--- config.mk ---
export PLATFORM = sky130hd
export DESIGN_NAME = peak_result_streamer
export DESIGN_NICKNAME = d
export VERILOG_FILES = /design/src/rtl/peak_result_streamer_pkg.sv /design/src/rtl/peak_result_streamer_result_slot.sv /design/src/rtl/peak_result_streamer.sv
export SDC_FILE = /design/constraint.sdc
export NUM_CORES = 1
export LEC_CHECK = 0
export BUFFER_PORTS_ARGS = -buffer_cell sky130_fd_sc_hd__buf_2
export CORE_MARGIN = 3
export CORE_UTILIZATION = 45
export DETAILED_ROUTE_END_ITERATION = 7
export PLACE_DENSITY_LB_ADDON = 0.3
export SETUP_SLACK_MARGIN = 0.15
export SKIP_CTS_REPAIR_TIMING = 1
export SYNTH_ARGS = -nofsm -noshare
export SYNTH_HDL_FRONTEND = slang
export SYNTH_SLANG_ARGS = --single-unit
--- constraint.sdc ---
create_clock -name clk -period 3.5 [get_ports clk]
set_clock_uncertainty 0.1 [all_clocks]
set_input_delay 0.7 -clock clk [delete_from_list [all_inputs] [get_ports clk]]
set_output_delay 0.7 -clock clk [all_outputs]
set_load 0.01 [all_outputs]
--- src/rtl/peak_result_streamer_pkg.sv ---
// Shared constants for the histogram builder / peak detector and the peak result streamer.
// The streamer FSM state encoding is defined here too.
package peak_result_streamer_pkg;

    localparam int NP        = 12;
    localparam int NB        = 64;
    localparam int PIXEL_NUM = 4;
    localparam int PIX_W     = (PIXEL_NUM > 1) ? $clog2(PIXEL_NUM) : 1;
    localparam int FID_W     = 4;
    localparam int DROP_W    = 8;

    typedef enum logic [0:0] {
        IDLE   = 1'b0,
        STREAM = 1'b1
    } stream_state_e;

    localparam logic [0:0] ST_IDLE   = 1'b0;
    localparam logic [0:0] ST_STREAM = 1'b1;

endpackage

--- src/rtl/peak_result_streamer_result_slot.sv ---
// One frame buffer: packed peak-time vector, frame id and valid bit.
// The load control has priority over clear.
module peak_result_streamer_result_slot #(
    parameter int W     = 48,
    parameter int FID_W = 4
) (
    input  logic             clk,
    input  logic             res,
    input  logic             load,
    input  logic             clear,
    input  logic [W-1:0]     load_data,
    input  logic [FID_W-1:0] load_id,
    output logic [W-1:0]     data,
    output logic             valid,
    output logic [FID_W-1:0] id
);
    import peak_result_streamer_pkg::*;

    logic [W-1:0]     data_r;
    logic             valid_r;
    logic [FID_W-1:0] id_r;

    // Slot storage with synchronous active-low reset
    always_ff @(posedge clk) begin
        if (!res) begin
            data_r  <= {W{1'b0}};
            valid_r <= 1'b0;
            id_r    <= {FID_W{1'b0}};
        end else if (load) begin
            data_r  <= load_data;
            valid_r <= 1'b1;
            id_r    <= load_id;
        end else if (clear) begin
            data_r  <= {W{1'b0}};
            valid_r <= 1'b0;
            id_r    <= {FID_W{1'b0}};
        end else begin
            data_r  <= data_r;
            valid_r <= valid_r;
            id_r    <= id_r;
        end
    end

    assign data  = data_r;
    assign valid = valid_r;
    assign id    = id_r;

endmodule

--- src/rtl/peak_result_streamer.sv ---
// Captures the per-pixel peak-time vector at frame end and streams it one pixel per beat.
// Active plus pending slot let one frame arrive while the previous one drains.
module peak_result_streamer #(
    parameter int NP        = peak_result_streamer_pkg::NP,
    parameter int PIXEL_NUM = peak_result_streamer_pkg::PIXEL_NUM,
    parameter int PIX_W     = (PIXEL_NUM > 1) ? $clog2(PIXEL_NUM) : 1,
    parameter int FID_W     = peak_result_streamer_pkg::FID_W,
    parameter int DROP_W    = peak_result_streamer_pkg::DROP_W
) (
    input  logic                    clk,
    input  logic                    res,
    input  logic [NP*PIXEL_NUM-1:0] result_in,
    input  logic                    frame_done,
    output logic                    m_valid,
    input  logic                    m_ready,
    output logic [NP-1:0]           m_data,
    output logic [PIX_W-1:0]        m_pix,
    output logic                    m_sof,
    output logic                    m_eof,
    output logic                    m_nohit,
    output logic [FID_W-1:0]        m_fid,
    output logic                    busy,
    output logic                    overrun,
    output logic [DROP_W-1:0]       drop_cnt
);
    import peak_result_streamer_pkg::*;

    localparam int DW = NP * PIXEL_NUM;

    logic [0:0]        state_r;
    logic [0:0]        state_nxt_s;
    logic [PIX_W-1:0]  idx_r;
    logic [PIX_W-1:0]  idx_nxt_s;
    logic [FID_W-1:0]  fid_r;
    logic              overrun_r;
    logic [DROP_W-1:0] drop_cnt_r;

    logic              act_load_s;
    logic              act_clear_s;
    logic [DW-1:0]     act_src_s;
    logic [FID_W-1:0]  act_src_id_s;
    logic [DW-1:0]     act_data_s;
    logic              act_valid_s;
    logic [FID_W-1:0]  act_id_s;
    logic              pend_load_s;
    logic              pend_clear_s;
    logic [DW-1:0]     pend_data_s;
    logic              pend_valid_s;
    logic [FID_W-1:0]  pend_id_s;

    logic              stream_s;
    logic              hs_s;
    logic              last_hs_s;
    logic              drop_s;
    logic [DW-1:0]     act_data_nxt_s;
    logic [FID_W-1:0]  act_id_nxt_s;
    logic              pend_valid_nxt_s;
    logic [NP-1:0]     pix_nxt_s;

    logic              m_valid_r;
    logic [NP-1:0]     m_data_r;
    logic [PIX_W-1:0]  m_pix_r;
    logic              m_sof_r;
    logic              m_eof_r;
    logic              m_nohit_r;
    logic [FID_W-1:0]  m_fid_r;
    logic              busy_r;

    function automatic logic [NP-1:0] pick_pixel(input logic [DW-1:0] vec,
                                                 input logic [PIX_W-1:0] sel);
        logic [NP-1:0] r;
        r = {NP{1'b0}};
        for (int i = 0; i < PIXEL_NUM; i++) begin
            r = (sel == PIX_W'(i)) ? vec[i*NP +: NP] : r;
        end
        return r;
    endfunction

    peak_result_streamer_result_slot #(.W(DW), .FID_W(FID_W)) u_active (
        .clk       (clk),
        .res       (res),
        .load      (act_load_s),
        .clear     (act_clear_s),
        .load_data (act_src_s),
        .load_id   (act_src_id_s),
        .data      (act_data_s),
        .valid     (act_valid_s),
        .id        (act_id_s)
    );

    peak_result_streamer_result_slot #(.W(DW), .FID_W(FID_W)) u_pending (
        .clk       (clk),
        .res       (res),
        .load      (pend_load_s),
        .clear     (pend_clear_s),
        .load_data (result_in),
        .load_id   (fid_r),
        .data      (pend_data_s),
        .valid     (pend_valid_s),
        .id        (pend_id_s)
    );

    assign stream_s  = (state_r == ST_STREAM) && act_valid_s;
    assign hs_s      = stream_s && m_ready;
    assign last_hs_s = hs_s && (idx_r == PIX_W'(PIXEL_NUM - 1));

    // Next-state decode: slot moves, index advance and frame drop decision
    always_comb begin
        state_nxt_s  = state_r;
        idx_nxt_s    = idx_r;
        act_load_s   = 1'b0;
        act_clear_s  = 1'b0;
        act_src_s    = result_in;
        act_src_id_s = fid_r;
        pend_load_s  = 1'b0;
        pend_clear_s = 1'b0;
        drop_s       = 1'b0;
        case (state_r)
            ST_IDLE: begin
                if (frame_done) begin
                    act_load_s  = 1'b1;
                    idx_nxt_s   = {PIX_W{1'b0}};
                    state_nxt_s = ST_STREAM;
                end else begin
                    state_nxt_s = ST_IDLE;
                end
            end
            ST_STREAM: begin
                if (last_hs_s) begin
                    idx_nxt_s = {PIX_W{1'b0}};
                    if (pend_valid_s) begin
                        act_load_s   = 1'b1;
                        act_src_s    = pend_data_s;
                        act_src_id_s = pend_id_s;
                        // The freed pending slot takes a coincident frame directly
                        if (frame_done) begin
                            pend_load_s = 1'b1;
                        end else begin
                            pend_clear_s = 1'b1;
                        end
                    end else if (frame_done) begin
                        act_load_s = 1'b1;
                    end else begin
                        act_clear_s = 1'b1;
                        state_nxt_s = ST_IDLE;
                    end
                end else begin
                    if (hs_s) begin
                        idx_nxt_s = idx_r + PIX_W'(1);
                    end else begin
                        idx_nxt_s = idx_r;
                    end
                    if (frame_done && !pend_valid_s) begin
                        pend_load_s = 1'b1;
                    end else if (frame_done) begin
                        drop_s = 1'b1;
                    end else begin
                        pend_load_s = 1'b0;
                    end
                end
            end
            default: begin
                state_nxt_s  = ST_IDLE;
                idx_nxt_s    = {PIX_W{1'b0}};
                act_clear_s  = 1'b1;
                pend_clear_s = 1'b1;
            end
        endcase
    end

    // Post-edge view of the slots, so outputs can be registered with no bubble
    always_comb begin
        if (act_load_s) begin
            act_data_nxt_s = act_src_s;
            act_id_nxt_s   = act_src_id_s;
        end else begin
            act_data_nxt_s = act_data_s;
            act_id_nxt_s   = act_id_s;
        end
        if (pend_load_s) begin
            pend_valid_nxt_s = 1'b1;
        end else if (pend_clear_s) begin
            pend_valid_nxt_s = 1'b0;
        end else begin
            pend_valid_nxt_s = pend_valid_s;
        end
    end

    assign pix_nxt_s = pick_pixel(act_data_nxt_s, idx_nxt_s);

    // Control state, frame id counter and drop bookkeeping
    always_ff @(posedge clk) begin
        if (!res) begin
            state_r    <= ST_IDLE;
            idx_r      <= {PIX_W{1'b0}};
            fid_r      <= {FID_W{1'b0}};
            overrun_r  <= 1'b0;
            drop_cnt_r <= {DROP_W{1'b0}};
        end else begin
            state_r <= state_nxt_s;
            idx_r   <= idx_nxt_s;
            // Dropped frames still consume an id so gaps reveal them downstream
            if (frame_done) begin
                fid_r <= fid_r + FID_W'(1);
            end else begin
                fid_r <= fid_r;
            end
            if (drop_s) begin
                overrun_r  <= 1'b1;
                drop_cnt_r <= (drop_cnt_r == {DROP_W{1'b1}}) ? drop_cnt_r
                                                             : drop_cnt_r + DROP_W'(1);
            end else begin
                overrun_r  <= overrun_r;
                drop_cnt_r <= drop_cnt_r;
            end
        end
    end

    // Registered stream outputs, zeroed whenever no beat is offered
    always_ff @(posedge clk) begin
        if (!res) begin
            m_valid_r <= 1'b0;
            m_data_r  <= {NP{1'b0}};
            m_pix_r   <= {PIX_W{1'b0}};
            m_sof_r   <= 1'b0;
            m_eof_r   <= 1'b0;
            m_nohit_r <= 1'b0;
            m_fid_r   <= {FID_W{1'b0}};
            busy_r    <= 1'b0;
        end else begin
            busy_r <= (state_nxt_s == ST_STREAM) || pend_valid_nxt_s;
            if (state_nxt_s == ST_STREAM) begin
                m_valid_r <= 1'b1;
                m_data_r  <= pix_nxt_s;
                m_pix_r   <= idx_nxt_s;
                m_sof_r   <= (idx_nxt_s == {PIX_W{1'b0}});
                m_eof_r   <= (idx_nxt_s == PIX_W'(PIXEL_NUM - 1));
                m_nohit_r <= (pix_nxt_s == {NP{1'b0}});
                m_fid_r   <= act_id_nxt_s;
            end else begin
                m_valid_r <= 1'b0;
                m_data_r  <= {NP{1'b0}};
                m_pix_r   <= {PIX_W{1'b0}};
                m_sof_r   <= 1'b0;
                m_eof_r   <= 1'b0;
                m_nohit_r <= 1'b0;
                m_fid_r   <= {FID_W{1'b0}};
            end
        end
    end

    assign m_valid  = m_valid_r;
    assign m_data   = m_data_r;
    assign m_pix    = m_pix_r;
    assign m_sof    = m_sof_r;
    assign m_eof    = m_eof_r;
    assign m_nohit  = m_nohit_r;
    assign m_fid    = m_fid_r;
    assign busy     = busy_r;
    assign overrun  = overrun_r;
    assign drop_cnt = drop_cnt_r;

endmodule
==> results of run 1 <==
## synthesized netlist by cell type (3+ instances only)
cell type	number	area, um^2
clkbuf_1	42	158
o21ai_0	12	60.1
o22a_1	3	26.3
buf_2	7	35.0
buf_6	3	33.8
nor4_1	3	18.8
and2_1	14	87.6
o22ai_1	13	81.3
a21oi_1	113	566
dfxtp_1	144	2880
xnor2_1	6	52.6
buf_1	6	22.5
mux2i_1	4	40.0
nand4_1	6	37.5
a31oi_1	4	25.0
a222oi_1	3	30.0
ha_1	3	37.5
a22oi_1	53	398
nand3_1	5	25.0
nor3_1	12	60.1
or3_1	4	25.0
nand2_1	115	432
nor2_1	42	158
nor2b_1	108	676
o21ai_2	3	26.3
## flip-flops by register name (all words and copies together) (netlist names)
name / flops
m_data: 12
u_active.data: 48
u_pending.valid: 1
u_active.id: 4
u_pending.data: 48
overrun: 1
state_r: 1
m_nohit: 1
m_sof: 1
drop_cnt: 8
busy: 1
m_eof: 1
m_pix: 2
u_pending.id: 4
idx_r: 2
fid_r: 4
m_fid: 4
u_active.valid: 1
## worst max-delay path, delay by kind of cell (launching register included)
family / cells / cell delay, ps
DFF: 1 / 450
muxes: 1 / 380
AOI/OAI and AO/OA: 2 / 370
and+or+nand+nor: 4 / 1120
adders and majority gates: 1 / 340
## through the flow
stage | hold WS, ps | total power [mW]
floorplan | 357 | 2.08
global placement | 374 | 2.22
detailed placement | 376 | 2.23
CTS | 390 | 4.06
global route | 425 | 4.19
finish | 388 | 4.04
## worst paths after layout
path / from / end / slack, ps / cells after the start
worst min register to register: u_active.id[0]$_SDFFE_PN0P_ / m_fid[0]$_SDFF_PN0_ / 390 / 2
worst min-delay path: u_active.id[0]$_SDFFE_PN0P_ / m_fid[0]$_SDFF_PN0_ / 390 / 2
worst max-delay path: idx_r[0]$_SDFF_PN0_ / m_nohit$_SDFF_PN0_ / 630 / 8
worst max register to register: idx_r[0]$_SDFF_PN0_ / m_nohit$_SDFF_PN0_ / 630 / 8
## kinds of logic (layout without fill, tap and decap cells)
group	Yosys count	after routing	synth area share, %
compound gates	228	228	22.1
xor+xnor	8	8	1.08
fa+ha+maj	3	3	0.578
buf+inv	63	131	4.24
flops	144	144	44.4
mux	7	7	1.19
simple gates	326	326	26.4
## layout make-up
cell class	count	area, um^2	share of cell area [%]
clock buffer	19	433	5.68
clock inverter	13	164	2.15
inverter	3	11.3	0.148
multi-input combinational	572	3370	44.2
sequential	144	2880	37.8
tap	180	225	2.95
timing repair buffer	96	538	7.06
## power by group
| part | switching, mW | internal [mW] |
|---|---|---|
| Clock | 0.723 | 1.12 |
| Combinational | 0.244 | 0.176 |
| Sequential | 0.0588 | 1.72 |
| Total | 1.03 | 3.02 |
## routing by layer
layer	wire length (um)	global-route usage, %
met1	8130	31.1
met5	0	0
met3	1230	5.51
met2	7870	33.1
met4	409	8.64
==> summary.md, run 1 <==
| Metric | Value |
|---|---|
| Post-Synthesis Cells | 779 |
| Req. time, crit path | 3730 ps |
| Max Fanout on Critical Path | 24 |
| Setup Viol. Count Final | 0 |
| Seq cells post-synth | approximately 140 |
| Via count | 5,760 |
| Register area share after synthesis | between 40 and 50% |
| CTS Buf Count | 17 |
| Remaining Overflow, GRT | 0 |
| Setup CP Type | flop to flop |
| RSZ-0062 raised after global routing | no |
| Largest net degree at the start of global routing | roughly 120 |
| CTS H-tree lvls | 4 |
| Commonest non-fill, non-tap cell in the layout | dfxtp_1 |
| Syn_nets | roughly 830 |
| Share of cells above drive strength 1 | between 10% and 20% |
| Tcrit/Tclk final | between 80% and 90% |
| Crit-path cells | ha_1 -> and3_1 -> nand2_4 -> mux2_4 -> a21oi_1 -> a32o_1 -> nand4_1 -> nor4_2 |
| Final worst setup slack | 635 ps |
| Row Count | between 40 and 50 |
| Worst Hold Class | flop to flop |
| Number of diodes | 0 |
| Dpl cell area | 7030 um^2 |
| IO Port Bufs | 83 |
| Area Overhead vs Synth | 17.3% |
| First-pass GRT wire length | approximately 28 mm |
| Netlist Area Pre-Place | approximately 6500 um^2 |
| Most frequent cells in the layout | dfxtp_1, nand2_1, a21oi_1, nor2b_1, buf_2 |
| Inst Count DP | ~1,000 |
| Core area | about 14,000 um^2 |
| Synth Flop Type | dfxtp_1 |
| Status | complete, no violations |
| Fillcell total | 1,338 |
| DIE WIDTH | roughly 130 um |
| Fmax | about 350 MHz |
| Die ar. | around 16,000 um^2 |
| Cell area after layout | ~7600 um^2 |
| Normalized max-slew margin | between 30% and 40% |
| Vias in the first global route | approximately 5,300 |
| Worst vdd ir | approximately 0.36 mV |
| CP Capture Type | flop |
| Crit path arrival time | about 3100 ps |
| Leakage | approximately 3 nW |
| Clock buffer depth | 2 |
| Vias per cell | about 5.6 |
| Setup TNS | 0 ps |
| Pre-Repair DR Iteration Count | 8 |
| Clk Latency, worst-skew pair | approximately 430 ps |
| Clock edge transition at the registers on the reported setup and hold paths | 60 ps |
| Wire per inst | 17.2 um |
| Routability congestion estimate | 0.885 |
| Post-synth ARST share | 0% |
| Antenna violations before repair | 0 |
| Drt total wl | 17.6 mm |
| Slowest CP cell | and3_1 |
| Warnings, synthesis | 0 |
| Die height | roughly 130 um |
| Fin crit period | ~2900 ps |
| Final std cells w/o fill | between 1,000 and 1,500 |
| EDFF count, synth | 0 |
| DRC viols | 0 |
| CP max stage delay | between 400 and 500 ps |
| Pwr dens | 530 nW/um^2 |
| Cell variety after synth | 62 |
| Post-layout net count | just under 900 |
| Ports | 84 |
| CTS tree | built |
| Type of origin of the critical path | flop |
| Starting Density | 46.5% |
| Worst slew pin tran | slightly below 1000 ps |
| Clk sinks | 144 |
| DP Wirelength | roughly 11 mm |
| Place WS | between 600 and 700 ps |
| Finished Core Util | between 50% and 60% |
| Clock root buffer | clkbuf_16 |
| Final Max Tran Viols | 0 |
| Avg Inst Size Synth | 8.34 um^2 |
| Max-Cap Viols | 0 |
| Final Hold Viols | 0 |
| Drt initial violations | approximately 600 |
| Antenna Nets Post-Route | 0 |
| GRT Resource Usage Total | between 20 and 25% |
Power figures use the tool's default switching activity.
==> inputs of run 2 (changes only) <==
Clock period 3.5 ns to 2.5 ns, I/O delays scaled along.
==> summary.md, run 2 (synthesis results as in run 1) <==
| Metric | Value |
|---|---|
| Row Count | 43 |
| Type of origin of the critical path | flop |
| Drt total wl | ~18 mm |
| Dpl cell area | approximately 7300 um^2 |
| Worst hold start | result_in[40] |
| CTS Buf Count | 17 |
| Top routing layer in use | met4 |
| Commonest non-fill, non-tap cell in the layout | dfxtp_1 |
| CP max stage delay | ~380 ps |
| Largest net degree at the start of global routing | between 100 and 150 |
| Inst Count DP | 1,031 |
| RR Startpoint | idx_r[0]$_SDFF_PN0_ |
| Fmax | between 400 and 500 MHz |
| Antenna Nets Post-Route | 0 |
| WL met3 | approximately 1.1 mm |
| Remaining Overflow, GRT | 0 |
| Clock buffer depth | 2 |
| Crit-path cells | ha_4 -> and4b_1 -> o21a_2 -> o21ai_0 -> o311ai_0 -> o21ai_0 -> nand3_1 -> nor4_2 |
| RSZ-0062 raised after global routing | yes |
| Pwr dens | approximately 740 nW/um^2 |
| Leakage | between 3 and 4 nW |
| Crit path arrival time | between 2000 and 3000 ps |
| Clk sinks | 144 |
| Max Fanout on Critical Path | 6 |
| Clk Latency, worst-skew pair | approximately 420 ps |
| Hold Path Cell Cnt | 3 |
| Die ar. | 15,900 um^2 |
| Fin crit period | roughly 2300 ps |
| Area Overhead vs Synth | 24.0% |
| DIE WIDTH | ~130 um |
| DR WL met2 | 8.23 mm |
| Starting Density | between 40% and 50% |
| Final Max Tran Viols | 0 |
| DRC viols | 0 |
| Reg-to-reg slack, setup | roughly 170 ps |
| Clock edge transition at the registers on the reported setup and hold paths | around 60 ps |
| Setup CP Type | flop to flop |
| Core area | approximately 14,000 um^2 |
| Wire per inst | about 17 um |
| Post-layout net count | around 930 |
| Tcrit/Tclk final | about 93% |
| GRT Resource Usage Total | 22.8% |
| Drt initial violations | roughly 560 |
| Status | complete, no violations |
| CTS tree | built |
| Reg2Reg Depth | 8 |
| Most frequent cells in the layout | dfxtp_1, nand2_1, a21oi_1, nor2b_1, buf_2 |
| Clock root buffer | clkbuf_16 |
| Die height | ~130 um |
| Crit-path leading delay family | compound AO/OA/AOI/OAI gates |
| Via count | 5,963 |
| CP Capture Type | flop |
| CTS H-tree lvls | 4 |
| Share of cells above drive strength 1 | between 20 and 25% |
| Number of diodes | 0 |
| R2r endpoint | m_nohit$_SDFF_PN0_ |
| Slowest CP cell | dfxtp_1 |
| WHS Endpoint | u_pending.data[40]$_SDFFE_PN0P_ |
| Final std cells w/o fill | approximately 1,100 |
| Vias in the first global route | around 5,500 |
| Final Hold Viols | 0 |
| Cell area after layout | ~8100 um^2 |
| Vias per cell | ~5.6 |
| Req. time, crit path | approximately 2700 ps |
| Ports | 84 |
| Routability congestion estimate | 0.940 |
| Top cell by count, worst path | o21ai_0 |
| Setup TNS | 0 ps |
| M1 wire length | 8.31 mm |
| Antenna violations before repair | 0 |
| DP Wirelength | about 12 mm |
| Max-Cap Viols | 0 |
| Setup Viol. Count Final | 0 |
| IO Port Bufs | 83 |
| Normalized max-slew margin | about 70% |
| Pre-Repair DR Iteration Count | 5 |
| First-pass GRT wire length | 29.0 mm |
| CP Buf/Inv Count | 0 |
| Worst slew pin tran | between 400 and 500 ps |
| Worst setup startpoint | idx_r[0]$_SDFF_PN0_ |
| Worst vdd ir | just over 0.6 mV |
| Worst Hold Class | input port to flop |
## run 2: metal layers
metal | up-vias | track usage (%)
met5 | - | 0
met4 | 0 | 10.0
met3 | 38 | 5.30
met2 | 204 | 33.9
met1 | 2821 | 31.5
li1 | 2900 | -
## run 2: through the flow
stage          hold slack (ps)  total power, mW  worst slack (ps)  utilization, %
3_3_place_gp               369             3.15              69.9            52.3
6_report                   269             5.93               167            57.6
5_1_grt                    265             6.15              93.3            57.6
2_1_floorplan              357             2.91               218               -
3_5_place_dp               375             3.16              47.4            52.3
4_1_cts                    252             5.96              62.4            57.0
## run 2: worst max path at each step
stage / end / slack, ps / cells past startpoint
global placement: m_nohit$_SDFF_PN0_ / 70 / 9
global route: m_nohit$_SDFF_PN0_ / 90 / 9
detailed placement: m_nohit$_SDFF_PN0_ / 50 / 9
floorplan: m_nohit$_SDFF_PN0_ / 220 / 8
finish: m_nohit$_SDFF_PN0_ / 170 / 8
CTS: m_nohit$_SDFF_PN0_ / 60 / 9
## run 2: worst min-delay path, delay by kind of cell
kind | cells | cell delay (ps)
compound gates | 1 | 70
buf+inv | 1 | 90
simple gates | 1 | 100
## run 2: where the power goes
| group | internal (mW) | switching [mW] | total [mW] | leakage [nW] |
|---|---|---|---|---|
| clock network | 1.80 | 0.993 | 2.79 | 0.305 |
| logic | 0.291 | 0.366 | 0.657 | 1.72 |
| registers | 2.41 | 0.0761 | 2.48 | 1.18 |
## run 2: layout make-up
cell class                 instances  area (um^2)
timing repair buffer             136          863
sequential                       144         2880
multi-input combinational        572         3420
clock inverter                    13          211
tap                              180          225
inverter                           3         11.3
clock buffer                      19          443
fill                            1261         5930
